## config.mk

```make
export PLATFORM = sky130hd
export DESIGN_NAME = spi_target
export DESIGN_NICKNAME = d
export VERILOG_FILES = /design/src/rtl/spi_target.sv
export SDC_FILE = /design/constraint.sdc
export NUM_CORES = 1
export LEC_CHECK = 0
export ABC_CLOCK_PERIOD_IN_PS = 5050
export CORE_MARGIN = 8
export CORE_UTILIZATION = 50
export DETAILED_ROUTE_END_ITERATION = 6
export PLACE_DENSITY = 0.74
export SETUP_SLACK_MARGIN = 0.2
export SLEW_MARGIN = 20
export SYNTH_ARGS = -nofsm -noshare
export SYNTH_HDL_FRONTEND = slang
export SYNTH_SLANG_ARGS = --single-unit
export TNS_END_PERCENT = 10
```

## constraint.sdc

```tcl
create_clock -name raw_clk -period 5.05 [get_ports raw_clk]
set_clock_uncertainty 0.05 [all_clocks]
set_input_delay 1.01 -clock raw_clk [delete_from_list [all_inputs] [get_ports raw_clk]]
set_output_delay 1.01 -clock raw_clk [all_outputs]
set_load 0.1 [all_outputs]
```

## src/rtl/spi_target.sv

```systemverilog
// spi_target: SPI mode-0 target (responder) for the peripherals register window.
//
// An external master drives sclk/cs_n/mosi asynchronously; every pin is
// oversampled in the raw_clk domain through SYNC_STAGES flops plus one history
// flop for edge detection. Frames are 8 or 16 bits, MSB first. Several frames
// may run back to back inside one cs_n low period.
//
// Build option:
//   SPI_TARGET_FIFO_EN  defined   -> data_rx/rx_valid front a 4-entry RX FIFO
//                       undefined -> single rx holding register (default)
//
// Ports:
//   raw_clk   in   clock for all logic
//   reset     in   synchronous, active-high
//   width_16  in   frame width (1 = 16 bits, 0 = 8 bits), latched when cs_n falls
//   data_tx   in   next word to transmit
//   tx_load   in   one-cycle pulse: data_tx -> tx holding register
//   tx_empty  out  tx holding register consumed or never loaded
//   data_rx   out  last committed rx word (8-bit frames zero-extended)
//   rx_valid  out  data_rx holds unread data
//   rx_read   in   one-cycle pulse: consume rx word, clear overrun
//   overrun   out  sticky: a frame completed with nowhere to put it
//   busy      out  a frame sequence is active (synchronized cs_n low)
//   sclk      in   serial clock from master (async)
//   cs_n      in   chip select from master (async, active-low)
//   mosi      in   serial data from master (async)
//   miso      out  serial data to master (registered)
//   fsm_state out  debug view of the FSM (0 = IDLE, 1 = SHIFT)
//
// Handshakes: tx_load and rx_read are single-cycle strobes from the CPU side.
// A word is offered while rx_valid=1 and is taken in the cycle rx_read=1;
// tx_empty=1 means the CPU may load a new word without overwriting one that
// has not yet been sent.

module spi_target #(
    parameter int   SYNC_STAGES = 2,
    parameter logic IDLE_MISO   = 1'b1
) (
    input  logic        raw_clk,
    input  logic        reset,
    input  logic        width_16,
    input  logic [15:0] data_tx,
    input  logic        tx_load,
    output logic        tx_empty,
    output logic [15:0] data_rx,
    output logic        rx_valid,
    input  logic        rx_read,
    output logic        overrun,
    output logic        busy,
    input  logic        sclk,
    input  logic        cs_n,
    input  logic        mosi,
    output logic        miso,
    output logic        fsm_state
);

    typedef enum logic {
        IDLE  = 1'b0,
        SHIFT = 1'b1
    } state_t;

    // ------------------------------------------------------------------
    // Pin synchronizers. Deliberately not reset: they keep tracking the pins
    // through reset, so a cs_n that was already low when reset released does
    // not look like a fresh falling edge.
    // ------------------------------------------------------------------
    logic [SYNC_STAGES-1:0] sclk_sync;
    logic [SYNC_STAGES-1:0] cs_sync;
    logic [SYNC_STAGES-1:0] mosi_sync;
    logic                   sclk_hist;
    logic                   cs_hist;

    always_ff @(posedge raw_clk) begin
        sclk_sync <= {sclk_sync[SYNC_STAGES-2:0], sclk};
        cs_sync   <= {cs_sync[SYNC_STAGES-2:0], cs_n};
        mosi_sync <= {mosi_sync[SYNC_STAGES-2:0], mosi};
        sclk_hist <= sclk_sync[SYNC_STAGES-1];
        cs_hist   <= cs_sync[SYNC_STAGES-1];
    end

    logic sclk_s, cs_s, mosi_s;
    logic sclk_rise, sclk_fall, cs_rise, cs_fall;

    assign sclk_s    = sclk_sync[SYNC_STAGES-1];
    assign cs_s      = cs_sync[SYNC_STAGES-1];
    assign mosi_s    = mosi_sync[SYNC_STAGES-1];
    assign sclk_rise = sclk_s & ~sclk_hist;
    assign sclk_fall = ~sclk_s & sclk_hist;
    assign cs_rise   = cs_s & ~cs_hist;
    assign cs_fall   = ~cs_s & cs_hist;

    // ------------------------------------------------------------------
    // Frame control
    // ------------------------------------------------------------------
    state_t      state_q;
    logic [4:0]  bit_cnt;
    logic        w16_q;
    logic [15:0] tx_sh;
    logic [15:0] rx_sh;
    logic        miso_q;
    logic        busy_q;
    logic [15:0] tx_hold;
    logic        tx_empty_q;

    logic        frame_done;
    logic        start;
    logic        reload;
    logic        commit;
    logic        w_next;
    logic [15:0] tx_src;
    logic [15:0] tx_word;
    logic [15:0] rx_word;

    // The counter is registered, so the commit lands one cycle after the
    // final shift; sclk is slow enough that no edge is lost in that cycle.
    assign frame_done = (state_q == SHIFT) && (bit_cnt == (w16_q ? 5'd16 : 5'd8));
    assign start      = (state_q == IDLE) && cs_fall;
    assign commit     = frame_done;
    assign reload     = start || (frame_done && !cs_rise);
    assign w_next     = start ? width_16 : w16_q;
    assign tx_src     = tx_empty_q ? 16'h0000 : tx_hold;
    // 8-bit words are left-aligned so the outgoing bit is always tx_sh[15].
    assign tx_word    = w_next ? tx_src : {tx_src[7:0], 8'h00};
    assign rx_word    = w16_q ? rx_sh : {8'h00, rx_sh[7:0]};

    always_ff @(posedge raw_clk) begin
        if (reset) begin
            state_q <= IDLE;
            bit_cnt <= 5'd0;
            w16_q   <= 1'b0;
            tx_sh   <= 16'h0000;
            rx_sh   <= 16'h0000;
            miso_q  <= IDLE_MISO;
            busy_q  <= 1'b0;
        end else begin
            case (state_q)
                IDLE: begin
                    if (cs_fall) begin
                        state_q <= SHIFT;
                        busy_q  <= 1'b1;
                        w16_q   <= width_16;
                        bit_cnt <= 5'd0;
                        tx_sh   <= tx_word;
                        miso_q  <= tx_word[15];
                    end
                end
                SHIFT: begin
                    if (cs_rise) begin
                        state_q <= IDLE;
                        busy_q  <= 1'b0;
                        bit_cnt <= 5'd0;
                        miso_q  <= IDLE_MISO;
                    end else if (frame_done) begin
                        bit_cnt <= 5'd0;
                        tx_sh   <= tx_word;
                        miso_q  <= tx_word[15];
                    end else begin
                        if (sclk_rise) begin
                            rx_sh   <= {rx_sh[14:0], mosi_s};
                            bit_cnt <= bit_cnt + 5'd1;
                        end
                        // A fall with bit_cnt=0 is the trailing fall of the
                        // previous frame; the freshly loaded MSB must stay.
                        if (sclk_fall && (bit_cnt != 5'd0)) begin
                            tx_sh  <= {tx_sh[14:0], 1'b0};
                            miso_q <= tx_sh[14];
                        end
                    end
                end
                default: state_q <= IDLE;
            endcase
        end
    end

    // tx holding register: a load in the same cycle as a reload wins, the
    // reload itself already used the old holding value.
    always_ff @(posedge raw_clk) begin
        if (reset) begin
            tx_hold    <= 16'h0000;
            tx_empty_q <= 1'b1;
        end else if (tx_load) begin
            tx_hold    <= data_tx;
            tx_empty_q <= 1'b0;
        end else if (reload) begin
            tx_empty_q <= 1'b1;
        end
    end

    // ------------------------------------------------------------------
    // Receive side
    // ------------------------------------------------------------------
`ifdef SPI_TARGET_FIFO_EN
    logic [15:0] fifo_mem [4];
    logic [1:0]  wr_ptr;
    logic [1:0]  rd_ptr;
    logic [2:0]  count;
    logic        ovr_q;
    logic        full;
    logic        push;
    logic        pop;
    logic        drop;

    assign full = (count == 3'd4);
    // On a full FIFO a simultaneous read frees the slot the commit needs.
    assign push = commit && (!full || rx_read);
    assign pop  = rx_read && (count != 3'd0);
    assign drop = commit && full && !rx_read;

    always_ff @(posedge raw_clk) begin
        if (reset) begin
            for (int i = 0; i < 4; i++) begin
                fifo_mem[i] <= 16'h0000;
            end
            wr_ptr <= 2'd0;
            rd_ptr <= 2'd0;
            count  <= 3'd0;
            ovr_q  <= 1'b0;
        end else begin
            if (push) begin
                fifo_mem[wr_ptr] <= rx_word;
                wr_ptr           <= wr_ptr + 2'd1;
            end
            if (pop) begin
                rd_ptr <= rd_ptr + 2'd1;
            end
            count <= count + {2'b00, push} - {2'b00, pop};
            ovr_q <= rx_read ? 1'b0 : (ovr_q | drop);
        end
    end

    assign data_rx  = fifo_mem[rd_ptr];
    assign rx_valid = (count != 3'd0);
    assign overrun  = ovr_q;
`else
    logic [15:0] data_rx_q;
    logic        rx_valid_q;
    logic        ovr_q;

    always_ff @(posedge raw_clk) begin
        if (reset) begin
            data_rx_q  <= 16'h0000;
            rx_valid_q <= 1'b0;
            ovr_q      <= 1'b0;
        end else begin
            // A read in the commit cycle frees the register for the new word.
            if (commit && (!rx_valid_q || rx_read)) begin
                data_rx_q  <= rx_word;
                rx_valid_q <= 1'b1;
            end else if (rx_read) begin
                rx_valid_q <= 1'b0;
            end
            if (rx_read) begin
                ovr_q <= 1'b0;
            end else if (commit && rx_valid_q) begin
                ovr_q <= 1'b1;
            end
        end
    end

    assign data_rx  = data_rx_q;
    assign rx_valid = rx_valid_q;
    assign overrun  = ovr_q;
`endif

    assign tx_empty  = tx_empty_q;
    assign busy      = busy_q;
    assign miso      = miso_q;
    assign fsm_state = state_q;

endmodule

```

==> metrics.cfg, run 1 <==
[run_status]
status=completed

[sta]
final.period_utilization=0.6546
fin_crit_ns=3.306
tns_ns=0
slew_at_the_pin_with_the_worst_max_slew_slack_ns=1.039
final.hold.worst_slack_ns=0.2807
grt_setup_unrepaired=no
finalSetupViolations=0
final_max_slew_violation_count=0
timing.max_slew.rel_slack=0.3029
hold_viol=0
fmax_ghz=0.3025

[clocking]
cts_tree=yes
clkSlewWorstSetupHoldPaths_ns=0.08
post_cts_hold_buffer_count=0
cts_inserted_buffers=9
cts_post_setup_buffers_inserted=0
post_cts.resized_instances=0
cts_root_buffer=sky130_fd_sc_hd__clkbuf_8
h_tree_lvls=3
numClockSinks=83
max-clock-path-buffers=2
latest_clock_arrival_within_the_worst_skew_pair_ns=0.36

[worst_hold_path]
timing.hold.worst.class=reg -> reg

[logic_synthesis]
synthDominantCellAreaShare=0.5204
syn_inst=361
synth_top_flop_cell=sky130_fd_sc_hd__dfxtp_1
ys.warnings.count=0
postSynthRegisterBits=83
synthDistinctLibCells=36
synth.net_count=387
synth-edff-count=0
synthMostInstantiatedCell=sky130_fd_sc_hd__dfxtp_1
ys_top_cells_by_area=sky130_fd_sc_hd__dfxtp_1, sky130_fd_sc_hd__nand2_1, sky130_fd_sc_hd__a21oi_1
synth_async_sr_flop_share=0
synth.avg_cell_area_um2=8.845
synth_top_cells_by_count=sky130_fd_sc_hd__dfxtp_1, sky130_fd_sc_hd__nand2_1, sky130_fd_sc_hd__a21oi_1
syn-cell-area_um2=3193
seq_area_frac_synth=0.5204
synth_area_leader_cell=sky130_fd_sc_hd__dfxtp_1

[global_routing]
first_global_vias=2454
globalRoute.totalOverflow=0
gr-usage-all-layers=0.1576
first_pass_grt_wire_length_um=11310
antenna_found_initial=0
grt_max_degree=76

[worst_setup_path]
cp.arrival_ns=2.25
timing.critical_path.max_delay_family=buffers and inverters
setup.worst_path.start_class=flop
critical-path-slowest-cell=sky130_fd_sc_hd__clkdlybuf4s50_1
worstSetupEndpointType=output port
max_stage_delay_ns=1.24
r2r_slack_ns=2.50
path_class=reg -> out
crit_required_ns=3.99
crit_chain=clkdlybuf4s50_1
cp_num_buf_inv=1
path_max_fanout=17

[route]
via_count=2627
ant_nets=0
wirelength_per_cell_um=14.28
drt_iter0_drc=171
post_drt_via_cell_ratio=5.519
drt_total_wl_um=6799
detailedRoute.firstPassIterationCount=4
drc_errors=0

[cells_and_area]
layout-drive-gt1-share=0.05013
final_nets=420
final_cell_area_um2=3854
instances_no_fill=476
syn2layout_area_growth_pct=20.69
antenna-diode-count=0
fill_cells=575

[die]
die_y_um=95.92
dieArea_um2=9200
pin_count=46
initial_core_util=0.5087
count_of_standard_cell_rows=29
dieWidth_um=95.92
fp.coreArea_um2=6277

[pwr]
worst_ir_drop_vdd_v=0.0001876
power.leakage_nw=1.390
totalPowerFinal_mw=1.277
cellPowerDensity_nw_per_um2=331.3

[placed_design]
dpl-instance-area_um2=3659
detailedPlacementHpwl_um=4595
placed_cells=460
place_congestion=0.7985
placement.io_buffers=45

[run]
maxCapViolations=0

[power by group]
part	switching [mW]	internal, mW	total (mW)
registers	0.0171	0.674	0.691
clock network	0.232	0.241	0.474
logic	0.0661	0.0458	0.112
[layout by cell type (no fill, tap or decap), types with 3 or more instances in the layout]
master,synthesis,layout
sky130_fd_sc_hd__a221oi_1,14,14
sky130_fd_sc_hd__clkbuf_8,0,10
sky130_fd_sc_hd__nor2_1,39,39
sky130_fd_sc_hd__mux2i_1,18,18
sky130_fd_sc_hd__or3_1,3,3
sky130_fd_sc_hd__clkdlybuf4s50_1,0,44
sky130_fd_sc_hd__nor3_1,17,16
sky130_fd_sc_hd__nand3_1,13,13
sky130_fd_sc_hd__nand2_1,62,62
sky130_fd_sc_hd__a31oi_1,3,3
sky130_fd_sc_hd__dfxtp_1,83,83
sky130_fd_sc_hd__o21ai_0,3,3
sky130_fd_sc_hd__a21oi_1,43,43
sky130_fd_sc_hd__mux2_1,7,7
sky130_fd_sc_hd__inv_1,4,4
sky130_fd_sc_hd__nand2b_1,4,4
[layer usage]
| layer | vias up | track usage | routed length (um) |
|---|---|---|---|
| met3 | 15 | 0.03822 | 374 |
| met5 | - | 0 | 0 |
| met4 | 0 | 0.09603 | 156 |
| met2 | 64 | 0.2349 | 3091 |
| met1 | 1224 | 0.2017 | 3177 |
| li1 | 1324 | - | - |
[state kept, by name, summed over array words and instances, names as in the netlist, 2 cells and up]
register	cells
data_rx	16
rx_sh	16
tx_hold	16
tx_sh	15
bit_cnt	5
cs_sync	2
mosi_sync	2
sclk_sync	2
[metrics by stage]
step,setup slack (ns),util
finish,1.744,0.6139
global route,1.614,0.6139
CTS,1.720,0.6139
detailed placement,2.120,0.5828
global placement,2.131,0.5818
floorplan,2.414,-
[logic make-up after synthesis]
kind of cell             count (synthesis)  synth area share
multiplexers                            26           0.08817
buffers and inverters                   28           0.03448
flip-flops                              83            0.5204
AO/OA/AOI/OAI                           75            0.1493
adder cells (fa/ha/maj)                  2          0.007836
AND/OR/NAND/NOR                        147            0.1998
[final timing paths]
path                                 start         end  cells past startpoint
worst max-delay path             fsm_state   fsm_state                      1
worst max register to register       w16_q   tx_sh[10]                      5
worst min register to register  cs_sync[0]  cs_sync[1]                      0
worst min-delay path            cs_sync[0]  cs_sync[1]                      0
[area by class of cell]
cell class                      count  area [um2]  share of cell area
Sequential cell                    83        1662              0.4312
Multi-Input combinational cell    250        1433              0.3718
Timing Repair Buffer               46       452.9              0.1175
Clock buffer                       12       145.1             0.03766
Tap cell                           77       96.34             0.02500
Clock inverter                      4       50.05             0.01299
Inverter                            4       15.01            0.003896
Note: power is estimated with default switching activity, not from simulation.
==> run 2: changes to the inputs <==
- ABC_CLOCK_PERIOD_IN_PS: 5050 -> 3100
- clock period: 5.05 -> 3.1 ns (I/O delays scaled with it)
==> metrics.cfg, run 2 (synthesized netlist as in run 1, its figures left out) <==
[run_status]
status=completed

[cells_and_area]
final_nets=426
fill_cells=569
multiInputGateArea_um2=1426
layout_commonest_cell=sky130_fd_sc_hd__dfxtp_1
layout-drive-gt1-share=0.1188
layout.cells.most_common_list=sky130_fd_sc_hd__dfxtp_1, sky130_fd_sc_hd__nand2_1, sky130_fd_sc_hd__a21oi_1
layout.area.seq_um2=1662
antenna-diode-count=0
syn2layout_area_growth_pct=19.79

[global_routing]
first_pass_grt_wire_length_um=11470
gr-usage-all-layers=0.1560
grt_use_met1=0.2006
global_route.usage.met3=0.03432
top_usage_layer=met2
grt_max_degree=37
groute.layer.met2.usage=0.2446
first_global_vias=2549
globalRoute.totalOverflow=0
antenna_found_initial=0

[worst_setup_path]
crit_required_ns=3.32
critical-path-slowest-cell=sky130_fd_sc_hd__or3_1
setup.worst_path.start_class=flop
crit_chain=inv_1 > ha_1 > nor2b_1 > o21a_1 > or3_1 > or3_1 > a31oi_1
worstSetupEndpointType=flop
cp.arrival_ns=2.70
cp_common_cell=sky130_fd_sc_hd__or3_1
path_max_fanout=18
path_class=reg -> reg
max_stage_delay_ns=0.70

[sta]
fmax_ghz=0.4029
grt_setup_unrepaired=no
slew_at_the_pin_with_the_worst_max_slew_slack_ns=0.5864
finalSetupViolations=0
final_max_slew_violation_count=0
final.period_utilization=0.8006
hold_viol=0
fin_crit_ns=2.482
timing.max_slew.rel_slack=0.6091
tns_ns=0

[clocking]
latest_clock_arrival_within_the_worst_skew_pair_ns=0.34
post_cts_hold_buffer_count=0
cts_post_setup_buffers_inserted=0
h_tree_lvls=3
max-clock-path-buffers=2
cts_root_buffer=sky130_fd_sc_hd__clkbuf_8
clkSlewWorstSetupHoldPaths_ns=0.07
post_cts.resized_instances=0
cts_inserted_buffers=9
numClockSinks=83
cts_tree=yes

[run]
maxCapViolations=0

[worst_hold_path]
timing.hold.worst.class=reg -> reg

[route]
post_drt_via_cell_ratio=5.426
via_count=2610
drc_errors=0
drt_iter0_drc=148
drt_total_wl_um=6730
detailedRoute.firstPassIterationCount=4
wirelength_per_cell_um=13.99
ant_nets=0

[die]
die_y_um=95.92
fp.coreArea_um2=6277
dieWidth_um=95.92
count_of_standard_cell_rows=29
initial_core_util=0.5087
pin_count=46
dieArea_um2=9200

[pwr]
cellPowerDensity_nw_per_um2=534.1
worst_ir_drop_vdd_v=0.0003733
power.leakage_nw=1.457
totalPowerFinal_mw=2.043

[placed_design]
placement.io_buffers=45
detailedPlacementHpwl_um=4643
place_congestion=0.7930

[run 2: cell count changes in the layout (fill, tap and decap cells not counted)]
cell,change
sky130_fd_sc_hd__buf_4,+28
sky130_fd_sc_hd__clkdlybuf4s50_1,-22
sky130_fd_sc_hd__clkbuf_1,-1
sky130_fd_sc_hd__clkbuf_8,-1
sky130_fd_sc_hd__clkinv_2,+1
sky130_fd_sc_hd__nor3_2,+1
sky130_fd_sc_hd__nor3_4,-1
[run 2: worst max-delay path: cells and delay by family, from the launching register on]
kind	cells	cell delay, ns
AND/OR/NAND/NOR	3	1.30
AO/OA/AOI/OAI	2	0.40
flip-flops	1	0.37
adder cells (fa/ha/maj)	1	0.20
buffers and inverters	1	0.09
[run 2: worst paths after layout]
check	startpoint	endpoint	slack [ns]	cells after the start
worst max-delay path	bit_cnt[0]	bit_cnt[3]	0.62	7
worst min register to register	sclk_sync[0]	sclk_sync[1]	0.28	0
worst min-delay path	sclk_sync[0]	sclk_sync[1]	0.28	0
worst max register to register	bit_cnt[0]	bit_cnt[3]	0.62	7
[run 2: layout make-up]
| type | count | share of cell area |
|---|---|---|
| multi-input combinational | 250 | 0.3729 |
| tap | 77 | 0.02519 |
| clock buffer | 10 | 0.03337 |
| sequential | 83 | 0.4344 |
| inverter | 4 | 0.003925 |
| timing repair buffer | 52 | 0.1158 |
| clock inverter | 5 | 0.01439 |
[run 2: metal layers]
metal / vias to the layer above / part of all wire
met3: 6 / 0.060
li1: 1330 / -
met1: 1223 / 0.49
met5: - / 0
met2: 51 / 0.44
met4: 0 / 0.0095
[run 2: power by group]
group | internal, mW | switching [mW] | leakage, nW
registers | 1.10 | 0.0246 | 0.677
logic | 0.0768 | 0.110 | 0.692
clock network | 0.365 | 0.368 | 0.0881
[run 2: stage by stage]
step | cells | hold slack, ns | cell area, um2 | setup slack (ns) | utilization
finish | 481 | 0.2801 | 3825 | 0.6183 | 0.6093
CTS | 481 | 0.2804 | 3825 | 0.6176 | 0.6093
floorplan | 361 | 0.2596 | 3193 | 0.4643 | -
global placement | 466 | 0.2606 | 3642 | 0.7184 | 0.5802
detailed placement | 466 | 0.2621 | 3642 | 0.6713 | 0.5802
global route | 481 | 0.2834 | 3825 | 0.4765 | 0.6093
==> run 3: changes to the inputs <==
- ABC_CLOCK_PERIOD_IN_PS: 3100 -> 2500
- clock period: 3.1 -> 2.5 ns (I/O delays scaled with it)
==> metrics.cfg, run 3 (synthesized netlist as in run 1, its figures left out) <==
[run_status]
status=completed

[clocking]
cts_inserted_buffers=9
clkSlewWorstSetupHoldPaths_ns=0.08
cts_root_buffer=sky130_fd_sc_hd__clkbuf_8
cts_tree=yes
h_tree_lvls=3
latest_clock_arrival_within_the_worst_skew_pair_ns=0.35
numClockSinks=83
max-clock-path-buffers=2

[worst_setup_path]
critical-path-slowest-cell=sky130_fd_sc_hd__or3b_1
worstSetupEndpointType=flop
max_stage_delay_ns=0.50
cp.arrival_ns=2.43
cp_common_cell=sky130_fd_sc_hd__buf_4
r2r_slack_ns=0.30
setup.worst_path.start_class=flop
crit_required_ns=2.73
crit_chain=or3b_1 > mux2i_4 > buf_12 > buf_4 > a211oi_2 > buf_4 > a221oi_1 > nor3_1
path_class=reg -> reg
path_max_fanout=9

[sta]
grt_setup_unrepaired=no
timing.final.ws_setup_ns=0.2958
hold_viol=0
timing.max_slew.rel_slack=0.5737
final_max_slew_violation_count=0
slew_at_the_pin_with_the_worst_max_slew_slack_ns=0.6395
fmax_ghz=0.4537
finalSetupViolations=0
fin_crit_ns=2.204
tns_ns=0
final.period_utilization=0.8817

[die]
initial_core_util=0.5087
pin_count=46
die_y_um=95.92
fp.coreArea_um2=6277
count_of_standard_cell_rows=29
dieWidth_um=95.92
dieArea_um2=9200

[cells_and_area]
layout.cells.most_common_list=sky130_fd_sc_hd__dfxtp_1, sky130_fd_sc_hd__nand2_1, sky130_fd_sc_hd__a21oi_1
syn2layout_area_growth_pct=23.71
postLayoutCoreUtil=0.6293
final_nets=432
layout-drive-gt1-share=0.1411
antenna-diode-count=0
final_cell_area_um2=3950
layout_commonest_cell=sky130_fd_sc_hd__dfxtp_1

[route]
wirelength_per_cell_um=13.85
drc_errors=0
drt_total_wl_um=6760
drt_iter0_drc=166
ant_nets=0
post_drt_via_cell_ratio=5.449
detailedRoute.firstPassIterationCount=4
via_count=2659

[placed_design]
dpl-instance-area_um2=3686
placement.io_buffers=45
detailedPlace.worstSlack_ns=0.2166
place_congestion=0.8633
detailedPlacementHpwl_um=4571

[worst_hold_path]
timing.hold.worst.class=reg -> reg

[pwr]
power.leakage_nw=1.516
cellPowerDensity_nw_per_um2=685.2
worst_ir_drop_vdd_v=0.0004125
totalPowerFinal_mw=2.707

[global_routing]
first_global_vias=2552
grt_max_degree=76
first_pass_grt_wire_length_um=11670
antenna_found_initial=0
globalRoute.totalOverflow=0
gr-usage-all-layers=0.1600

[run]
maxCapViolations=0

## run 3: cell count changes in the layout (fill, tap and decap cells not counted), moves of 2 or more
cell	before	now
sky130_fd_sc_hd__buf_4	29	33
sky130_fd_sc_hd__clkinv_2	2	0
sky130_fd_sc_hd__buf_12	0	2
sky130_fd_sc_hd__clkinv_4	0	2
## run 3: final timing paths
kind	start	end	cells past startpoint
max reg2reg	cs_hist	tx_sh[7]	8
min reg2reg	mosi_sync[0]	mosi_sync[1]	0
min	mosi_sync[0]	mosi_sync[1]	0
max	cs_hist	tx_sh[7]	8
## run 3: layout make-up
class                           instances  area, um2
Sequential cell                        83       1663
Inverter                                4      15.01
Multi-Input combinational cell        250       1438
Clock inverter                          7      101.3
Timing Repair Buffer                   58      513.0
Clock buffer                            9      123.9
Fill cell                             562       2327
Tap cell                               77      96.34
## run 3: report_power, final
part / switching (mW) / internal (mW)
Combinational: 0.142 / 0.104
Clock: 0.501 / 0.569
Sequential: 0.0293 / 1.36
## run 3: metrics by stage
step,hold WS [ns],instances
floorplan,0.2596,361
global placement,0.2601,470
global route,0.2956,488
CTS,0.2827,486
detailed placement,0.2621,470
finish,0.2808,488
## run 3: per-layer routing
metal  vias up  share of wire  GRT usage  wire [um]
met3        14          0.050    0.03666        339
li1       1349              -          -          -
met4         0          0.022    0.08835        151
met2        54           0.45     0.2377       3045
met5         -              0          0          0
met1      1242           0.48     0.2101       3224
## run 3: repair_timing
item	CTS	global route
endpoints found under the hold margin	0	0
endpoints found under the setup margin	1	14
resized for setup	1	1
hold buffers	0	0
buffers inserted	0	2
gates cloned	0	0
## run 3: worst max-delay path: cells and delay by family, from the launching register on
kind                   cells  cell delay (ns)
and+or+nand+nor            2             0.70
buffers and inverters      3             0.47
DFF                        1             0.40
AOI/OAI and AO/OA          2             0.27
muxes                      1             0.24
